===== src/rtl/sphere_pkg.sv =====
// Shared shading constants, intensity mapping and initial-position formula.
package sphere_pkg;

    localparam int unsigned CORE_OFS    = 128;
    localparam int unsigned FALL_SHIFT  = 7;
    localparam int unsigned MAX_INT     = 15;
    localparam int unsigned INIT_BASE   = 128;
    localparam int unsigned INIT_H_STEP = 64;
    localparam int unsigned INIT_V_STEP = 32;

    // Squared distance to 4-bit intensity: flat core, linear falloff, then dark.
    function automatic logic [3:0] shade(input int unsigned d,
                                         input int unsigned radius_sq,
                                         input int unsigned halo);
        int unsigned lvl;
        logic [3:0]  res;
        lvl = 0;
        res = 4'd0;
        if (d < radius_sq + CORE_OFS) begin
            res = 4'(MAX_INT);
        end else if (d < radius_sq + halo) begin
            lvl = (d - radius_sq) >> FALL_SHIFT;
            if (lvl < MAX_INT) begin
                res = 4'(MAX_INT - lvl);
            end
        end
        return res;
    endfunction

    // Reset column of sphere idx.
    function automatic int unsigned init_h(input int unsigned idx);
        return INIT_BASE + INIT_H_STEP * idx;
    endfunction

    // Reset row of sphere idx.
    function automatic int unsigned init_v(input int unsigned idx);
        return INIT_BASE + INIT_V_STEP * idx;
    endfunction

endpackage


===== src/rtl/sphere_motion.sv =====
// Centre, direction and edge-bounce state for one sphere.
module sphere_motion
    import sphere_pkg::*;
#(
    parameter int unsigned COORD_W = 10,
    parameter int unsigned H_RES   = 640,
    parameter int unsigned V_RES   = 480,
    parameter int unsigned MARGIN  = 32,
    parameter int unsigned IDX     = 0
) (
    input  logic               clk,
    input  logic               reset,
    input  logic               step_i,
    input  logic [1:0]         start_dir_i,
    output logic [COORD_W-1:0] ch_o,
    output logic [COORD_W-1:0] cv_o,
    output logic               bounce_o
);

    localparam logic [COORD_W-1:0] LO    = COORD_W'(MARGIN);
    localparam logic [COORD_W-1:0] H_HI  = COORD_W'(H_RES - MARGIN);
    localparam logic [COORD_W-1:0] V_HI  = COORD_W'(V_RES - MARGIN);
    localparam logic [COORD_W-1:0] ONE   = COORD_W'(1);
    localparam logic [COORD_W-1:0] H_RST = COORD_W'(init_h(IDX));
    localparam logic [COORD_W-1:0] V_RST = COORD_W'(init_v(IDX));

    logic [COORD_W-1:0] ch_q, ch_d, cv_q, cv_d;
    logic               hdir_q, hdir_d, vdir_q, vdir_d;
    logic               hdir_n, vdir_n;
    logic               bounce_q, bounce_d;

    // Direction is resolved against the margins first, then the centre moves one pixel.
    always_comb begin
        hdir_n   = hdir_q;
        vdir_n   = vdir_q;
        ch_d     = ch_q;
        cv_d     = cv_q;
        hdir_d   = hdir_q;
        vdir_d   = vdir_q;
        bounce_d = 1'b0;
        if (ch_q <= LO) begin
            hdir_n = 1'b1;
        end else if (ch_q >= H_HI) begin
            hdir_n = 1'b0;
        end
        if (cv_q <= LO) begin
            vdir_n = 1'b1;
        end else if (cv_q >= V_HI) begin
            vdir_n = 1'b0;
        end
        if (step_i) begin
            hdir_d   = hdir_n;
            vdir_d   = vdir_n;
            ch_d     = hdir_n ? ch_q + ONE : ch_q - ONE;
            cv_d     = vdir_n ? cv_q + ONE : cv_q - ONE;
            bounce_d = (hdir_n != hdir_q) || (vdir_n != vdir_q);
        end
    end

    // State register; reset places the sphere at its slot and loads start directions.
    always_ff @(posedge clk) begin
        if (reset) begin
            ch_q     <= H_RST;
            cv_q     <= V_RST;
            hdir_q   <= start_dir_i[0];
            vdir_q   <= start_dir_i[1];
            bounce_q <= 1'b0;
        end else begin
            ch_q     <= ch_d;
            cv_q     <= cv_d;
            hdir_q   <= hdir_d;
            vdir_q   <= vdir_d;
            bounce_q <= bounce_d;
        end
    end

    assign ch_o     = ch_q;
    assign cv_o     = cv_q;
    assign bounce_o = bounce_q;

endmodule


===== src/rtl/multi_sphere_renderer.sv =====
// Renders N_SPHERES bouncing shaded spheres into a 4-bit intensity stream.
module multi_sphere_renderer
    import sphere_pkg::*;
#(
    parameter int unsigned N_SPHERES = 4,
    parameter int unsigned COORD_W   = 10,
    parameter int unsigned H_RES     = 640,
    parameter int unsigned V_RES     = 480,
    parameter int unsigned MARGIN    = 32,
    parameter int unsigned RADIUS_SQ = 512,
    parameter int unsigned HALO      = 2048,
    parameter int unsigned DIV_W     = 8
) (
    input  logic                   clk,
    input  logic                   reset,
    input  logic [COORD_W-1:0]     h_pos,
    input  logic [COORD_W-1:0]     v_pos,
    input  logic                   pix_valid,
    input  logic                   frame_tick,
    input  logic                   enable,
    input  logic [DIV_W-1:0]       speed_div,
    input  logic [2*N_SPHERES-1:0] start_dir,
    output logic [3:0]             colorv,
    output logic                   color_valid,
    output logic [N_SPHERES-1:0]   bounce_evt
);

    localparam int unsigned SQ_W = 2 * COORD_W;
    localparam int unsigned D_W  = 2 * COORD_W + 1;

    logic [DIV_W-1:0] cnt_q, cnt_d;
    logic             step_c;
    logic [D_W-1:0]   d_d [N_SPHERES];
    logic [D_W-1:0]   d_q [N_SPHERES];
    logic [3:0]       shade_c [N_SPHERES];
    logic             s1_valid_q;
    logic [3:0]       max_c, colorv_d, colorv_q;
    logic             color_valid_q;

    // Frame counter: one motion step every speed_div+1 enabled frame ticks.
    always_comb begin
        cnt_d  = cnt_q;
        step_c = 1'b0;
        if (frame_tick && enable) begin
            if (cnt_q == speed_div) begin
                cnt_d  = '0;
                step_c = 1'b1;
            end else begin
                cnt_d = cnt_q + DIV_W'(1);
            end
        end
    end

    // Frame counter register.
    always_ff @(posedge clk) begin
        if (reset) begin
            cnt_q <= '0;
        end else begin
            cnt_q <= cnt_d;
        end
    end

    for (genvar g = 0; g < N_SPHERES; g++) begin : g_sph
        logic [COORD_W-1:0] centre_h, centre_v, dx, dy;
        logic [SQ_W-1:0]    sqx, sqy;

        sphere_motion #(
            .COORD_W (COORD_W),
            .H_RES   (H_RES),
            .V_RES   (V_RES),
            .MARGIN  (MARGIN),
            .IDX     (g)
        ) u_motion (
            .clk         (clk),
            .reset       (reset),
            .step_i      (step_c),
            .start_dir_i (start_dir[2*g +: 2]),
            .ch_o        (centre_h),
            .cv_o        (centre_v),
            .bounce_o    (bounce_evt[g])
        );

        // True absolute differences, no modular wrap.
        assign dx       = (h_pos >= centre_h) ? h_pos - centre_h : centre_h - h_pos;
        assign dy       = (v_pos >= centre_v) ? v_pos - centre_v : centre_v - v_pos;
        assign sqx      = SQ_W'(dx) * SQ_W'(dx);
        assign sqy      = SQ_W'(dy) * SQ_W'(dy);
        assign d_d[g]   = D_W'(sqx) + D_W'(sqy);
        assign shade_c[g] = shade(32'(d_q[g]), RADIUS_SQ, HALO);
    end

    // S1 squared-distance registers; data needs no reset, validity is tracked separately.
    always_ff @(posedge clk) begin
        d_q <= d_d;
    end

    // S2 compositing: brightest sphere wins, blanked when the pixel was not visible.
    always_comb begin
        max_c = '0;
        for (int i = 0; i < N_SPHERES; i++) begin
            if (shade_c[i] > max_c) begin
                max_c = shade_c[i];
            end
        end
        colorv_d = s1_valid_q ? max_c : 4'd0;
    end

    // Pipeline valid and output registers; reset flushes the pipe.
    always_ff @(posedge clk) begin
        if (reset) begin
            s1_valid_q    <= 1'b0;
            colorv_q      <= '0;
            color_valid_q <= 1'b0;
        end else begin
            s1_valid_q    <= pix_valid;
            colorv_q      <= colorv_d;
            color_valid_q <= s1_valid_q;
        end
    end

    assign colorv      = colorv_q;
    assign color_valid = color_valid_q;

endmodule

===== config.mk =====
export PLATFORM = sky130hd
export DESIGN_NAME = multi_sphere_renderer
export DESIGN_NICKNAME = d
export VERILOG_FILES = /design/src/rtl/sphere_pkg.sv /design/src/rtl/sphere_motion.sv /design/src/rtl/multi_sphere_renderer.sv
export SDC_FILE = /design/constraint.sdc
export NUM_CORES = 2
export LEC_CHECK = 0
export ABC_AREA = 0
export CAP_MARGIN = 20
export CORE_ASPECT_RATIO = 1.5
export CORE_UTILIZATION = 40
export CTS_CLUSTER_SIZE = 24
export DETAILED_ROUTE_END_ITERATION = 16
export PLACE_DENSITY_LB_ADDON = 0.08
export SYNTH_ARGS = -nofsm -noshare
export SYNTH_HDL_FRONTEND = slang
export SYNTH_SLANG_ARGS = --single-unit

===== constraint.sdc =====
create_clock -name clk -period 9.5 [get_ports clk]
set_input_delay 1.425 -clock clk [delete_from_list [all_inputs] [get_ports clk]]
set_output_delay 1.425 -clock clk [all_outputs]
set_load 0.03 [all_outputs]

**Word level (Yosys, flattened, before mapping)**

Cells that the tools add are included.

- Add/sub/neg operators: 45
- Multiply operators: 8
- $lt $le $gt $ge: 40
- Equality and inequality tests: 9
- Multiplexer cells: 67
- Bitwise operators: 2
- Reduce and logical (&&, ||, !) cells: 8

Operators by type and width:

| kind | number |
|---|---|
| multiplier 10 x 10 -> 20 bit | 8 |
| two-way mux 10 bit | 16 |
| subtractor 10 bit | 16 |
| < comparator 25 x 4 -> 1 bit, second input constant | 4 |
| subtractor 21 x 10 -> 22 bit, second input constant | 4 |
| adder 20 x 20 -> 21 bit | 4 |
| < comparator 21 x 10 -> 1 bit, second input constant | 4 |
| < comparator 21 x 12 -> 1 bit, second input constant | 4 |
| adder 10 x 1 -> 10 bit, second input constant | 8 |
| >= comparator 10 bit | 8 |
| <= comparator 10 x 6 -> 1 bit, second input constant | 8 |
| subtractor 10 x 1 -> 10 bit, second input constant | 8 |
| two-way mux 4 bit | 16 |
| >= comparator 10 bit, second input constant | 4 |
| >= comparator 10 x 9 -> 1 bit, second input constant | 4 |
| two-way mux 1 bit | 34 |
| subtractor 4 bit, first input constant | 4 |
| greater-than comparator 4 bit | 3 |
| adder 8 x 1 -> 8 bit, second input constant | 1 |
| == test 8 bit | 1 |
| two-way mux 8 bit | 1 |
| != test 1 bit | 8 |
| greater-than comparator 4 x 1 -> 1 bit, second input constant | 1 |
| logical OR 1 bit | 4 |
| other kinds (4) | 6 |

- Flip-flop bits (word level): 190
- Bits of input ports: 41
- Output and inout port bits: 9
- Logic and storage cells: 207

**Logic depth before layout (Yosys ltp)**

- Word-level depth: 13
- Mapped depth: 37
- Mapped depth without buffers: 37

**Hierarchy**

Synthesis repeated with hierarchy kept, for this count alone.

- Cells, all modules: 4420
- Area, all modules: 38597.0 um^2

Modules (own cells, without submodules):

| module | times used | cells each | area an instance (um^2) | seq. area each (um^2) |
|---|---|---|---|---|
| multi_sphere_renderer | 1 | 3607 | 31544.0 | 1401.3 |
| sphere_motion at g_sph[2].u_motion | 1 | 205 | 1791.7 | 480.5 |
| sphere_motion at g_sph[3].u_motion | 1 | 202 | 1773.0 | 480.5 |
| sphere_motion at g_sph[0].u_motion | 1 | 204 | 1744.2 | 480.5 |
| sphere_motion at g_sph[1].u_motion | 1 | 202 | 1744.2 | 480.5 |

**Worst setup path before layout**

No wires, ideal clock.

- Path type: input to register
- Start point: input v_pos[0]
- End point: register d_q[82] (netlist bit)
- Library setup time: 0.072 ns
- Data arrival time: 10.013 ns
- Data required time: 9.428 ns
- Setup slack: -0.585 ns
- Cell stages on the path: 34
- Path buffers: 1
- Cells stage by stage: inv_1 -> ha_1 -> inv_1 -> fa_1 -> a21o_1 -> a21oi_1 -> o21ai_0 -> o311ai_0 -> a32oi_1 -> mux2_2 -> a211oi_1 -> xor2_1 -> clkbuf_1 -> nand2b_1 -> fa_1 -> fa_1 -> inv_1 -> fa_1 -> fa_1 -> fa_1 -> fa_1 -> inv_1 -> fa_1 -> inv_1 -> ha_1 -> a21o_1 -> a21oi_1 -> o21ai_0 -> a221oi_1 -> nor4bb_1 -> nor3_1 -> or3_1 -> a21oi_1 -> xnor2_1

RTL lines:

| what | RTL line | RTL |
|---|---|---|
| from (decl) | multi_sphere_renderer.sv:17 | `input logic [COORD_W-1:0] v_pos,` |
| to (signal assigned) | multi_sphere_renderer.sv:94 | `d_q <= d_d;` |
| to (decl) | multi_sphere_renderer.sv:34 | `logic [D_W-1:0] d_q [N_SPHERES];` |

==> reports/results.ini <==
[placement]
gp_congestion = 0.9359
dp.final_hpwl_um = 104100
placedInstanceArea_sq_um = 45770
io_buffers = 49

[timing]
setup_tns_ns = 0
finalHoldViolCount = 0
fin_crit_ns = 9.289
drv_slew = 0
fin_skew_ns = 0.02402
slew_headroom_pct = 35.56
fmaxAchievable_mhz = 107.7
max_slew.worst_pin.slew_ns = 0.9422
fin_crit_sh_pct = 97.78
rsz0062_at_grt = true
finalSetupViolCount = 0

[yosys]
synth_edf_count = 8
ys_async_sr_fraction_pct = 0
yosys.area.top_type = fa_1
synth_seq_cells = 162
syn-cell-area_sq_um = 37480
syn-num-nets = 5531
ys_seq_area_share_pct = 8.867
synth_flop_cell = dfxtp_1
synth_top_cell_area_share_pct = 29.11
synthTopCellsByArea = fa_1, ha_1, inv_1
syn_area_per_cell_sq_um = 8.557
netlist_instances = 4380
synth_warnings = 0
ys_types = 86

[layout]
num-fill-cells = 9122
drive_gt1_share_pct = 23.66
fin_nets = 6400
fin_area_sq_um = 48040
syn2layout_area_growth_pct = 28.19
post-route-util_pct = 51.71

[floorplan]
num_rows = 137
die_x_um = 251.9
io_pins = 50
start_util_pct = 40.34
die_h_um = 376.9
dieArea_sq_um = 94950
core_sq_um = 92910

[critical_path]
crit_type = input port to register
required_ns = 9.92
r2r_start = g_sph[0].u_motion.cv_o[1]$_SDFFE_PP0P_
reg2reg_slack_ns = 0.82
cp_common_cell = fa_1
slowest_stage = fa_1
worstSetupStartpointType = input port
end_kind = register
rr_endpoint = d_q[82]$_DFF_P_
arrival_ns = 9.71
ff2ff_path_depth = 34
slowest_delay_ns = 0.58
cp_max_fo = 4

[clock_network]
ctsHoldBuffers = 0
cts-htree-levels = 4
clk_pin_slew_ns = 0.08
cts_sinks = 162
tritoncts = done
clock_path_buffers = 2
cts_buffers = 17
clock-root-buffer = clkbuf_16
clock_latency_ns = 0.54

[global_route]
grt_max_degree = 73
antenna_found_initial = 5
grt_pass1_vias = 34580
grt_remaining_overflow = 0
grtUsageTotal_pct = 26.23
grt_pass1_wl_um = 189000

[drt]
drtIter0Drc = 1239
vias = 32200
drc = 0
viasPerCell = 4.943
routed_wl_um = 119700
antenna_left = 0
wire_per_inst_um = 18.37
firstDrtPassIters = 5

[run_status]
status = complete, no violations

[worst_hold_path]
hold_path_class = register to register
hp-start = cnt_q[1]$_SDFFE_PP0P_
min_to = cnt_q[1]$_SDFFE_PP0P_
hold_depth = 2

[run]
maxCapViolCount = 0

-- worst max-delay path: cells and delay by family --
kind,cells,cell delay [ns]
AND/OR/NAND/NOR,4,0.88
multiplexers,1,0.17
buffers and inverters,9,0.72
AO/OA/AOI/OAI,9,2.00
adder cells (fa/ha/maj),10,4.15
XOR/XNOR,1,0.36
-- registers in the layout, indices dropped and copies added, names as in the netlist --
register and cells:
cnt_q 8, color_valid 1, colorv 4, d_q 56
g_sph.u_motion.bounce_o 4, g_sph.u_motion.ch_o 40, g_sph.u_motion.cv_o 40, g_sph.u_motion.hdir_q 4
g_sph.u_motion.vdir_q 4, s1_valid_q 1
-- worst max path at each step --
stage	start	end	slack [ns]	cells after the start
global placement	h_pos[7]	d_q[62]$_DFF_P_	-1.08	34
finish	v_pos[0]	d_q[62]$_DFF_P_	0.21	34
global route	v_pos[0]	d_q[82]$_DFF_P_	-0.13	36
floorplan	h_pos[0]	d_q[82]$_DFF_P_	-0.01	33
detailed placement	v_pos[0]	d_q[82]$_DFF_P_	-1.14	36
CTS	v_pos[0]	d_q[62]$_DFF_P_	-0.06	37
-- Yosys cell counts, drive strengths merged, types with 10 or more instances --
master,instances
or3,18
xnor2,145
dfxtp,154
a221oi,10
or2,37
nor2,390
a21oi,242
xor2,62
nor4,22
o211ai,29
a31oi,22
a211oi,32
and3,18
a21o,58
ha,565
o21a,33
nor3,92
clkbuf,73
o21bai,26
o21ai,158
buf,19
o22ai,10
nand2,255
and2,20
fa,545
nand3,43
nand4,25
nand3b,12
nand2b,75
a21boi,21
nor2b,38
mux2i,52
mux2,27
inv,925
-- cell families after synthesis --
logic type	count (synthesis)	share of synthesized area (%)
buffers and inverters	1019	10.30
AOI/OAI and AO/OA	722	12.19
DFF	162	8.867
and+or+nand+nor	1081	13.60
adders and majority gates	1110	47.97
muxes	79	2.233
xor gates and xnor gates	207	4.837
-- per-layer routing --
metal | wire length (um) | track usage [%]
met3 | 2144 | 2.152
met2 | 65220 | 50.80
met4 | 6979 | 13.40
met1 | 45310 | 27.94
met5 | 14 | 0
-- cells in the final DEF, fill, tap and decap left out, drive strengths merged, types with 31 or more instances in the layout --
cell type      synthesis  layout
clkdlybuf4s50          0      31
o21ai                158     158
nor3                  92      92
a211oi                32      32
nand2                255     255
o21a                  33      33
a21o                  58      58
fa                   545     545
mux2i                 52      52
dfxtp                154     154
nor2                 390     390
buf                   19     896
or2                   37      37
ha                   565     565
xnor2                145     145
xor2                  62      62
nand3                 43      43
inv                  925     928
nor2b                 38      38
a21oi                242     242
nand2b                75      75
-- cell type report --
| class | instances | area, sq um | share of cell area, % |
|---|---|---|---|
| Antenna cell | 1 | 2.502 | 0.005209 |
| Clock buffer | 17 | 425.4 | 0.8855 |
| Clock inverter | 15 | 171.4 | 0.3568 |
| Inverter | 927 | 3515 | 7.316 |
| Multi-Input combinational cell | 3199 | 31680 | 65.94 |
| Sequential cell | 162 | 3323 | 6.917 |
| Tap cell | 1251 | 1565 | 3.258 |
| Timing Repair Buffer | 942 | 7360 | 15.32 |
-- stage by stage --
stage	cells	worst slack [ns]	hold slack [ns]
2_1_floorplan	4380	-0.01187	0.4618
3_3_place_gp	6422	-1.084	0.4822
3_5_place_dp	6423	-1.141	0.4897
4_1_cts	6483	-0.06029	0.5004
5_1_grt	6514	-0.1321	0.5476
6_report	6514	0.2109	0.5154
-- timing repair --
item	CTS	global route
resized for setup	119	184
endpoints found under the setup margin	41	41
buffers inserted	26	29
gates cloned	2	1
pin swaps	61	135
Power is not shown: default switching activity piles up to over one toggle a cycle in this logic, so the estimate is an artifact.
